<file path="config.mk">
export PLATFORM = sky130hd
export DESIGN_NAME = riscv_sw_debounce
export DESIGN_NICKNAME = d
export VERILOG_FILES = /design/src/rtl/riscv_sw_debounce.sv
export SDC_FILE = /design/constraint.sdc
export NUM_CORES = 1
export LEC_CHECK = 0
export CORE_MARGIN = 3
export CORE_UTILIZATION = 54
export CTS_BUF_LIST = sky130_fd_sc_hd__clkbuf_4
export DETAILED_ROUTE_END_ITERATION = 8
export HOLD_SLACK_MARGIN = 0.12
export PLACE_DENSITY = 0.87
export RECOVER_POWER = 25
export SYNTH_ARGS = -nofsm -noshare
export SYNTH_HDL_FRONTEND = slang
export SYNTH_SLANG_ARGS = --single-unit
</file>
<file path="constraint.sdc">
create_clock -name clk -period 5.7 [get_ports clk]
set_input_delay 1.14 -clock clk [delete_from_list [all_inputs] [get_ports clk]]
set_output_delay 1.14 -clock clk [all_outputs]
set_load 0.05 [all_outputs]
</file>
<file path="src/rtl/riscv_sw_debounce.sv">
// riscv_sw_debounce
//   Debounces 24 board switches for the IO bridge switch register (0xfffffc00).
//   Each raw pin goes through a two-flop synchronizer. A free-running prescaler
//   makes a one-cycle sample tick. A new level is accepted once STABLE_CNT
//   consecutive ticks have sampled a value that differs from the current level.
//
// Parameters
//   SAMPLE_DIV  clock cycles per sample tick (>= 2)
//   STABLE_CNT  consecutive differing samples needed to accept a level (1..15)
//
// Ports
//   clk             system clock, rising edge
//   rst             asynchronous, active-high reset
//   sw_raw[23:0]    raw switch pins, asynchronous to clk
//   sw[23:0]        debounced switch levels
//   sw_valid        high once the first full debounce window after reset is done
//   sw_changed      sticky flag, set when any sw bit changes
//   sw_changed_clr  one-cycle pulse that clears sw_changed
//
// Configuration
//   RISCV_SW_CHANGE_FLAG_EN  when defined, sw_changed is a real sticky flag;
//                            otherwise sw_changed is 0 and sw_changed_clr is ignored.

module riscv_sw_debounce #(
  parameter int SAMPLE_DIV = 100000,
  parameter int STABLE_CNT = 4
) (
  input  logic        clk,
  input  logic        rst,
  input  logic [23:0] sw_raw,
  output logic [23:0] sw,
  output logic        sw_valid,
  output logic        sw_changed,
  input  logic        sw_changed_clr
);

  localparam int PW = $clog2(SAMPLE_DIV);
  localparam int CW = $clog2(STABLE_CNT + 1);
  localparam logic [PW-1:0] PRE_LAST = PW'(SAMPLE_DIV - 1);
  localparam logic [CW-1:0] CNT_LAST = CW'(STABLE_CNT - 1);
  localparam logic [CW-1:0] CNT_ONE  = CW'(1);
  localparam logic [PW-1:0] PRE_ONE  = PW'(1);

  logic [23:0]         sync1;
  logic [23:0]         sync2;
  logic [PW-1:0]       pre;
  logic                tick;
  logic [23:0][CW-1:0] cnt;
  logic [23:0][CW-1:0] cnt_nxt;
  logic [23:0]         sw_nxt;
  logic [CW-1:0]       init_cnt;

  always_ff @(posedge clk or posedge rst) begin
    if (rst) begin
      sync1 <= '0;
      sync2 <= '0;
    end else begin
      sync1 <= sw_raw;
      sync2 <= sync1;
    end
  end

  assign tick = (pre == PRE_LAST);

  always_ff @(posedge clk or posedge rst) begin
    if (rst) begin
      pre <= '0;
    end else if (tick) begin
      pre <= '0;
    end else begin
      pre <= pre + PRE_ONE;
    end
  end

  // Per-bit stable counters: any sample that agrees with the current level
  // restarts the run, so only an unbroken run of differing samples wins.
  always_comb begin
    sw_nxt  = sw;
    cnt_nxt = cnt;
    if (tick) begin
      for (int i = 0; i < 24; i++) begin
        if (sync2[i] == sw[i]) begin
          cnt_nxt[i] = '0;
        end else if (cnt[i] == CNT_LAST) begin
          sw_nxt[i]  = sync2[i];
          cnt_nxt[i] = '0;
        end else begin
          cnt_nxt[i] = cnt[i] + CNT_ONE;
        end
      end
    end
  end

  always_ff @(posedge clk or posedge rst) begin
    if (rst) begin
      sw  <= '0;
      cnt <= '0;
    end else begin
      sw  <= sw_nxt;
      cnt <= cnt_nxt;
    end
  end

  // The init counter stops once sw_valid is set, so it never exceeds
  // STABLE_CNT-1 and cannot wrap.
  always_ff @(posedge clk or posedge rst) begin
    if (rst) begin
      init_cnt <= '0;
      sw_valid <= 1'b0;
    end else if (tick && !sw_valid) begin
      if (init_cnt == CNT_LAST) begin
        sw_valid <= 1'b1;
      end else begin
        init_cnt <= init_cnt + CNT_ONE;
      end
    end
  end

`ifdef RISCV_SW_CHANGE_FLAG_EN
  logic changed_flag;

  // A change in the same cycle as a clear takes priority so no event is lost.
  always_ff @(posedge clk or posedge rst) begin
    if (rst) begin
      changed_flag <= 1'b0;
    end else if (sw_nxt != sw) begin
      changed_flag <= 1'b1;
    end else if (sw_changed_clr) begin
      changed_flag <= 1'b0;
    end
  end

  assign sw_changed = changed_flag;
`else
  logic unused_clr;

  assign unused_clr = sw_changed_clr;
  assign sw_changed = 1'b0;
`endif

endmodule

</file>
# After elaboration in Yosys (flattened, before gate mapping)
# Cells that the tools add are included.
# Widths: inputs -> output; s select.
# classes
addsub,26
n_mul,0
div,0
order_cmp,0
eq_ne,50
n_shift,0
muxes,49
bitwise_logic,25
n_reduce_logical,28
# op_table
operator,n
$mux 3,48
$add 3x1->3 const B,25
$eq 3x2->1 const B,25
$reduce_and 3->1,24
$not 1->1,25
$eq 1x1->1,24
$add 17x1->17 const B,1
$eq 17x17->1 const B,1
$mux 17,1
$reduce_and 2->1,2
$logic_and 1x1->1,1
$logic_not 1->1,1
# totals
ff_bits,165
latchBits,0
ramBits,0
romBits,0
input_bits,27
out_inout_bits,26
word_cells,231
memories,0

# Longest topological paths before layout
# Gate-level depths: netlist (run 1).
# depth
depth_word,3
mapped_depth,8
depth_no_buf,5

# Worst setup path before layout (run 1)
# OpenSTA, ideal clock, no wires.
# synth_path
path_kind,register to register
from,register pre[5]
to,register init_cnt[1]
setup_time_ns,0.128
t_arrival_ns,2.089
setup_slack_ns,3.483
stages_incl_launch_ff,6
path_cell_list,dfrtp_1 or4b_1 or4_1 buf_2 nor3_4 mux2_1
# synth_via
elab_chain_len,3
# synth_rtl
item,line,text
from (decl),46,logic [PW-1:0] pre;
from (signal assigned),71,pre <= pre + PRE_ONE;
$eq 17x17->1,63,assign tick = (pre == PRE_LAST);
$logic_and 1x1->1,110,end else if (tick && !sw_valid) begin
$reduce_and 2->1 (no line),-,
to (signal assigned),114,init_cnt <= init_cnt + CNT_ONE;
to (decl),51,logic [CW-1:0] init_cnt;
# No other way between the ends.
# A chain may end at the register's enable or synchronous reset.

==> key figures, run 1 <==
Status
  – Run status: complete, but fails checks
  – Failing checks: capacitance limit, slew limit

Clocking
  – Worst-path clk slew: 120 ps
  – Htree depth: 4
  – CTS tree: done
  – # resized after CTS: 0
  – Clock tree root buffer cell: clkbuf_4
  – Cts bufs inserted: 17
  – Postcts setup bufs: 0
  – Latest clock arrival within the worst-skew pair: 550 ps
  – Clock sink count: 165
  – Clock tree buffer depth: 2
  – CTS Hold Bufs: 0

Die
  – Die X: about 120 um
  – Die area: ~0.014 mm^2
  – Num ports: 53
  – Initial core utilization: a little under three fifths
  – Cell row count: 40
  – Die height: 117.6 um
  – Core area: 0.01211 mm^2

Setup path
  – Setup crit end: cnt[5]
  – Crit path from: rst
  – Critical Path Start Type: input port
  – RR Startpoint: pre[5]
  – Critical path required time: around 6400 ps
  – Worst-path fanout max: around 130
  – Worst r2r path cells: 4
  – Crit end category: async pin
  – Worst flop-to-flop path endpoint: init_cnt[1]
  – CP Class: in2async
  – Reg-to-reg setup timing slack: between 2000 and 3000 ps
  – Critical path arrival: about 4100 ps

Timing
  – Unrepaired setup endpoints after global routing: no
  – # setup viols final: 0
  – Worst rel slew slack: -79.49%
  – Worst slew pin tran: ~2700 ps
  – Hold Worst Slack: ~350 ps
  – FMAX: about 290 MHz
  – Crit path time final: approximately 3400 ps
  – Skew final: approximately 18 ps
  – Period utilization: between 60% and 70%
  – Hold Vio Cnt, Final: 0
  – Setup TNS Final: 0 ps
  – Fin. max-slew vios: around 130

Route
  – Post-DR wirelength/cell: roughly 14 um
  – WL final: between 10,000 and 15,000 um
  – Pre-antenna DRT Iters: 7
  – Post-DRT Antenna Nets: 0
  – Post-route DRC violation count: 0
  – Starting DRC count in detailed routing: about 360
  – Total number of vias: about 4,300
  – Vias/cell: roughly 5.2

Global routing
  – Global-route wire length before repair: ~21,000 um
  – Pin count of the biggest net entering global routing: about 130
  – GR Overflow Total: 0
  – Gr usage total: 18.47%
  – Initial antenna violation count: 0
  – Number of global-route vias before repair: approximately 4,700

Synth
  – Seq/Total Area, Yosys: 61.37%
  – Syn Area/Cell: around 11 um^2
  – Mapped Nets: approximately 640
  – Yosys cell types: 39
  – Synth Instances: 590
  – Warnings, synthesis: 0
  – Synth Register Bits: 165
  – Mapped Area: about 0.0067 mm^2

Pwr
  – VDD IR-drop max: approximately 120 uV
  – Power Dens Cells: between 200 and 300 mW/mm^2
  – Pleak: approximately 0.0038 uW

Placement
  – # port buffers: 50
  – GP Congestion: about 0.75
  – HPWL Detailed: 7563 um

Cells and area
  – Area growth from synthesis to layout: 15.58%
  – Nets: between 600 and 700
  – Share of cells above drive strength 1: ~6.2%
  – Antenna cells: 0
  – Filler cells: ~940

Job
  – Max Cap Viol: 1

Worst hold path
  – Min-Delay Path Class: reg2reg
[per-layer routing]
layer | global-route usage (%) | vias up | wire [um]
met1 | 21.83 | 2138 | 4897
met4 | 7.033 | 0 | 217
met2 | 32.34 | 68 | 6068
li1 | - | 2067 | -
met3 | 4.901 | 19 | 438
met5 | 0 | - | 0
[layout make-up]
cell class                      instances  area, um^2  share of cell area [%]
Clock buffer                           17       127.6                   1.641
Sequential cell                       165        4129                   53.10
Tap cell                              168       210.2                   2.703
Timing Repair Buffer                   52       515.5                   6.629
Inverter                               28       108.9                   1.400
Multi-Input combinational cell        380        2426                   31.20
Clock inverter                         15       259.0                   3.331
[per-stage QoR]
step	cells	total power, uW	utilization (%)	worst slack [ps]	area [um^2]
global placement	793	1277	61.02	2686	7391
CTS	825	2145	64.21	2616	7777
finish	825	2118	64.20	2261	7776
detailed placement	793	1282	61.02	2630	7391
global route	825	2214	64.20	1844	7776
floorplan	590	1252	-	98.32	6728
[synthesized netlist by cell type]
cell type	instances	area, um^2
or4_1	1	7.510
nor4bb_1	1	10.01
nor2_1	55	206.5
nor3_1	3	15.01
xor2_1	7	61.31
mux2_2	1	11.26
clkbuf_1	6	22.52
nand3b_1	1	7.510
o21a_1	24	180.2
o21ai_0	1	5.000
nand3_1	54	270.3
nor4_1	5	31.28
o22ai_1	1	6.260
nor3_4	1	16.27
and2_1	1	6.260
o21ai_1	22	110.1
nand4b_1	1	8.760
nand4_1	3	18.77
nor4b_1	1	8.760
or3_1	1	6.260
buf_4	2	15.01
ha_1	27	337.8
xnor2_1	30	262.8
a21o_1	2	15.01
mux2i_1	2	20.02
mux2_1	25	281.5
a31oi_1	1	6.260
nor3b_1	1	7.510
dfrtp_1	165	4129
or2_2	1	6.260
conb_1	1	3.750
a21boi_0	1	7.510
or4b_1	2	20.02
nor2b_1	24	150.1
and3_1	2	12.51
buf_2	9	45.04
a211oi_1	1	7.510
nand2_1	76	285.3
inv_1	28	105.1
[worst min path at each step]
stage / startpoint / endpoint / cells past startpoint
floorplan: sync1[0] / sync2[0] / 0
CTS: sync1[16] / sync2[16] / 0
detailed placement: sync1[16] / sync2[16] / 0
finish: sync1[16] / sync2[16] / 0
global placement: sync1[17] / sync2[17] / 0
global route: sync1[16] / sync2[16] / 0
[cells by family (layout without fill, tap and decap cells)]
logic type,Yosys count,after routing,share of synthesized area [%]
compound gates,53,53,5.021
buf+inv,45,112,2.790
flops,165,165,61.37
simple gates,234,234,16.27
mux,28,28,4.649
fa+ha+maj,27,27,5.021
xor+xnor,37,37,4.817
other cells,1,1,0.05574
[worst max-delay path, stage by stage]
cell and delay (ps):
dlygate4sd3_1 570, clkinvlp_4 1650, buf_4 640
[flip-flops by register name (all words and copies together), names as in the netlist]
name      cells
sw           24
init_cnt      3
sync1        24
sync2        24
cnt          72
sw_valid      1
pre          17
[where the power goes]
group / internal [uW] / switching [uW]
Combinational: 20.9 / 37.3
Sequential: 1190 / 8.48
Clock: 476 / 387
Total: 1690 / 433
[placed cells by master, fill, tap and decap left out, types with 2 or more instances in the layout]
cell type / Yosys / routed
mux2_1: 25 / 25
and3_1: 2 / 2
xor2_1: 7 / 7
clkinvlp_4: 0 / 3
buf_4: 2 / 2
o21ai_1: 22 / 22
nand2_1: 76 / 76
nor2b_1: 24 / 24
inv_1: 28 / 27
dfrtp_1: 165 / 165
bufinv_16: 0 / 7
dlygate4sd3_1: 0 / 25
nor4_1: 5 / 4
clkdlybuf4s50_1: 0 / 25
nor2_1: 55 / 54
clkbuf_4: 0 / 17
nand4_1: 3 / 3
a21o_1: 2 / 2
o21a_1: 24 / 24
nand3_1: 54 / 54
mux2i_1: 2 / 2
nor3_1: 3 / 3
ha_1: 27 / 27
clkinv_2: 0 / 5
xnor2_1: 30 / 30
or4b_1: 2 / 2
No activity file was read; power rests on OpenSTA's default activity.
==> run 2: changes to the inputs <==
==> constraint.sdc (replaced) <==
create_clock -name clk -period 3 [get_ports clk]
set_input_delay 0.6 -clock clk [delete_from_list [all_inputs] [get_ports clk]]
set_output_delay 0.6 -clock clk [all_outputs]
set_load 0.05 [all_outputs]
==> run 2 against run 1 <==
Compared with the run above: the run now ends clean; combinational power grew 99%; via count grew 2.2%; clock power is 40% higher; largest cell class unchanged; clock-buffer cell count grew 2.
==> key figures, run 2 (synthesis results as in run 1) <==
Cells and area
  – Post-Layout Cell Count: 831 (was 825)
  – Share of cells above drive strength 1: 6.184% (was 6.240%)
  – Area growth from synthesis to layout: 14.90% (was 15.58%)
  – Most frequent cells in the layout: dfrtp_1 (165), nand2_1 (76), nor2_1 (54), nand3_1 (54), xnor2_1 (30) (unchanged)
  – Register area: 0.004129 mm^2 (unchanged)
  – Biggest register: cnt (unchanged)
  – Filler cells: 918 (was 944)
  – Util after Layout: 63.82% (was 64.20%)
  – Nets: 705 (was 698)
  – Most common cell after layout, fill and taps aside: dfrtp_1 (unchanged)
  – Max FFs per register: 72 (unchanged)
  – Antenna cells: 0 (unchanged)
  – Area occupied by multi-input gates: 0.002426 mm^2 (unchanged)

Clocking
  – Clock tree root buffer cell: clkbuf_4 (unchanged)
  – # resized after CTS: 0 (unchanged)
  – Latest clock arrival within the worst-skew pair: 540 ps (was 550 ps)
  – Clock sink count: 165 (unchanged)
  – CTS Hold Bufs: 0 (unchanged)
  – Worst-path clk slew: 130 ps (was 120 ps)
  – Cts bufs inserted: 17 (unchanged)
  – Postcts setup bufs: 0 (unchanged)
  – Htree depth: 4 (unchanged)
  – CTS tree: done (unchanged)
  – Clock tree buffer depth: 2 (unchanged)

Timing
  – Period utilization: between 80 and 90%
  – Skew final: 22.49 ps (was 17.55 ps)
  – # setup viols final: 0 (unchanged)
  – Worst rel slew slack: 8.190% (was -79.49%)
  – Worst slew pin tran: 1370 ps (was 2692 ps)
  – FMAX: roughly 380 MHz
  – Crit path time final: 2613 ps
  – Hold Vio Cnt, Final: 0 (unchanged)
  – Unrepaired setup endpoints after global routing: no (unchanged)
  – Fin. max-slew vios: 0 (was 132)
  – Post-route setup slack: 386.6 ps (was 2261 ps)
  – Setup TNS Final: 0 ps (unchanged)

Setup path
  – Worst flop-to-flop path endpoint: init_cnt[1] (unchanged)
  – CP max stage cell: or4_2 (was clkinvlp_4)
  – Worst-path cell chain: or4b_1 -> or4_2 -> nor3_4 -> mux2_1 (was dlygate4sd3_1 -> clkinvlp_4 -> buf_4)
  – Critical path required time: 3440 ps (was 6390 ps)
  – Worst Path Buf+Inv: 0 (was 3)
  – Worst-path fanout max: 10 (was 131)
  – RR Startpoint: pre[5] (unchanged)
  – Crit end category: flip-flop (was async pin)
  – Worst r2r path cells: 4 (unchanged)
  – CP Class: reg2reg (was in2async)
  – Critical Path Start Type: flip-flop (was input port)
  – CP top delay family: simple AND/OR/NAND/NOR gates (was buffers and inverters)
  – Critical path arrival: 3050 ps (was 4120 ps)
  – Slowest Stage Delay on Critical Path: 870 ps (was 1650 ps)
  – Reg-to-reg setup timing slack: 390 ps (was 2620 ps)
  – Crit path from: pre[5] (was rst)

Die
  – Initial core utilization: 55.55% (unchanged)
  – Die area: 0.01383 mm^2 (unchanged)
  – Core area: 0.01211 mm^2 (unchanged)
  – Die height: 117.6 um (unchanged)
  – Num ports: 53 (unchanged)
  – Die X: 117.6 um (unchanged)
  – Cell row count: 40 (unchanged)

Route
  – Post-DR wirelength/cell: 14.07 um (was 14.09 um)
  – Post-route DRC violation count: 0 (unchanged)
  – WL final: 11,690 um (was 11,620 um)
  – Vias/cell: 5.280 (was 5.202)
  – Metal2 WL: 6084 um (was 6068 um)
  – Top layer in use: met4 (unchanged)
  – Total number of vias: 4,388 (was 4,292)
  – Met1 Routed Length: 4973 um (was 4897 um)
  – Met3 WL post-DR: 428 um (was 438 um)
  – Post-DRT Antenna Nets: 0 (unchanged)
  – Pre-antenna DRT Iters: 4 (was 7)
  – Starting DRC count in detailed routing: 310 (was 364)

Placement
  – # port buffers: 50 (unchanged)
  – GP Congestion: 0.7281 (was 0.7489)
  – Place WS: 407.9 ps (was 2630 ps)
  – Placed insts: 800 (was 793)
  – HPWL Detailed: 7979 um (was 7563 um)

Global routing
  – Global-route wire length before repair: 21,180 um (was 20,840 um)
  – Number of global-route vias before repair: 4,689 (was 4,650)
  – Gr usage total: 18.62% (was 18.47%)
  – GR Overflow Total: 0 (unchanged)
  – Initial antenna violation count: 0 (unchanged)
  – Pin count of the biggest net entering global routing: 63 (was 132)

Status
  – Run status: finished, final reports clean (was complete, but fails checks)

Worst hold path
  – Worst Hold End: sync2[18] (was sync2[16])
  – Hold Crit Depth: 0 (unchanged)
  – Min-Delay Path Class: reg2reg (unchanged)
  – Worst hold path startpoint: sync1[18] (was sync1[16])

Pwr
  – VDD IR-drop max: 225.7 uV (was 118.6 uV)
  – Pleak: 0.003744 uW (was 0.003763 uW)
  – Power Dens Cells: 465.5 mW/mm^2 (was 272.3 mW/mm^2)

Job
  – Max Cap Viol: 0 (was 1)
==> run 2: changes by cell type in the layout (fill, tap and decap cells not counted) <==
cell        previous run  this run
clkbuf_1               0         1
clkinv_1               0         5
clkinvlp_2             0         1
clkinv_2               5         2
clkinv_4               1         2
clkbuf_4              17        19
bufinv_16              7         2
buf_12                 0         3
clkinvlp_4             3         1
buf_4                  2         5
==> run 2: final cells by class <==
| class | instances | area share [%] |
|---|---|---|
| clock buffers | 19 | 1.845 |
| clock inverters | 12 | 1.473 |
| inverters | 28 | 1.376 |
| multi-input cells | 380 | 31.39 |
| flip-flops and latches | 165 | 53.42 |
| well taps | 168 | 2.719 |
| repair buffers | 59 | 7.786 |
==> run 2: layer usage <==
metal	vias up	GRT usage, %
met4	0	6.886
met2	77	31.51
li1	2081	-
met1	2207	22.72
met5	-	0
met3	23	5.478
==> run 2: through the flow <==
stage,cell area [um^2],hold WS [ps],total power [uW]
global route,7730,368.2,3774
floorplan,6731,331.2,2380
finish,7730,356.6,3599
CTS,7736,361.4,3655
detailed placement,7480,335.8,2440
global placement,7480,333.6,2433
==> run 2: worst max-delay path by stage <==
stage | cells after the start | endpoint | slack (ps)
2_1_floorplan | 1 | cnt[0] | 300
3_3_place_gp | 4 | init_cnt[1] | 460
3_5_place_dp | 4 | init_cnt[1] | 410
4_1_cts | 4 | init_cnt[1] | 370
5_1_grt | 4 | init_cnt[1] | 330
6_report | 4 | init_cnt[1] | 390
==> run 2: power by group <==
part | leakage, uW | internal [uW] | switching (uW)
Combinational | 0.00142 | 44.5 | 71.1
Sequential | 0.00218 | 2260 | 14.8
Clock | 0.000140 | 494 | 718
Total | 0.00374 | 2790 | 804
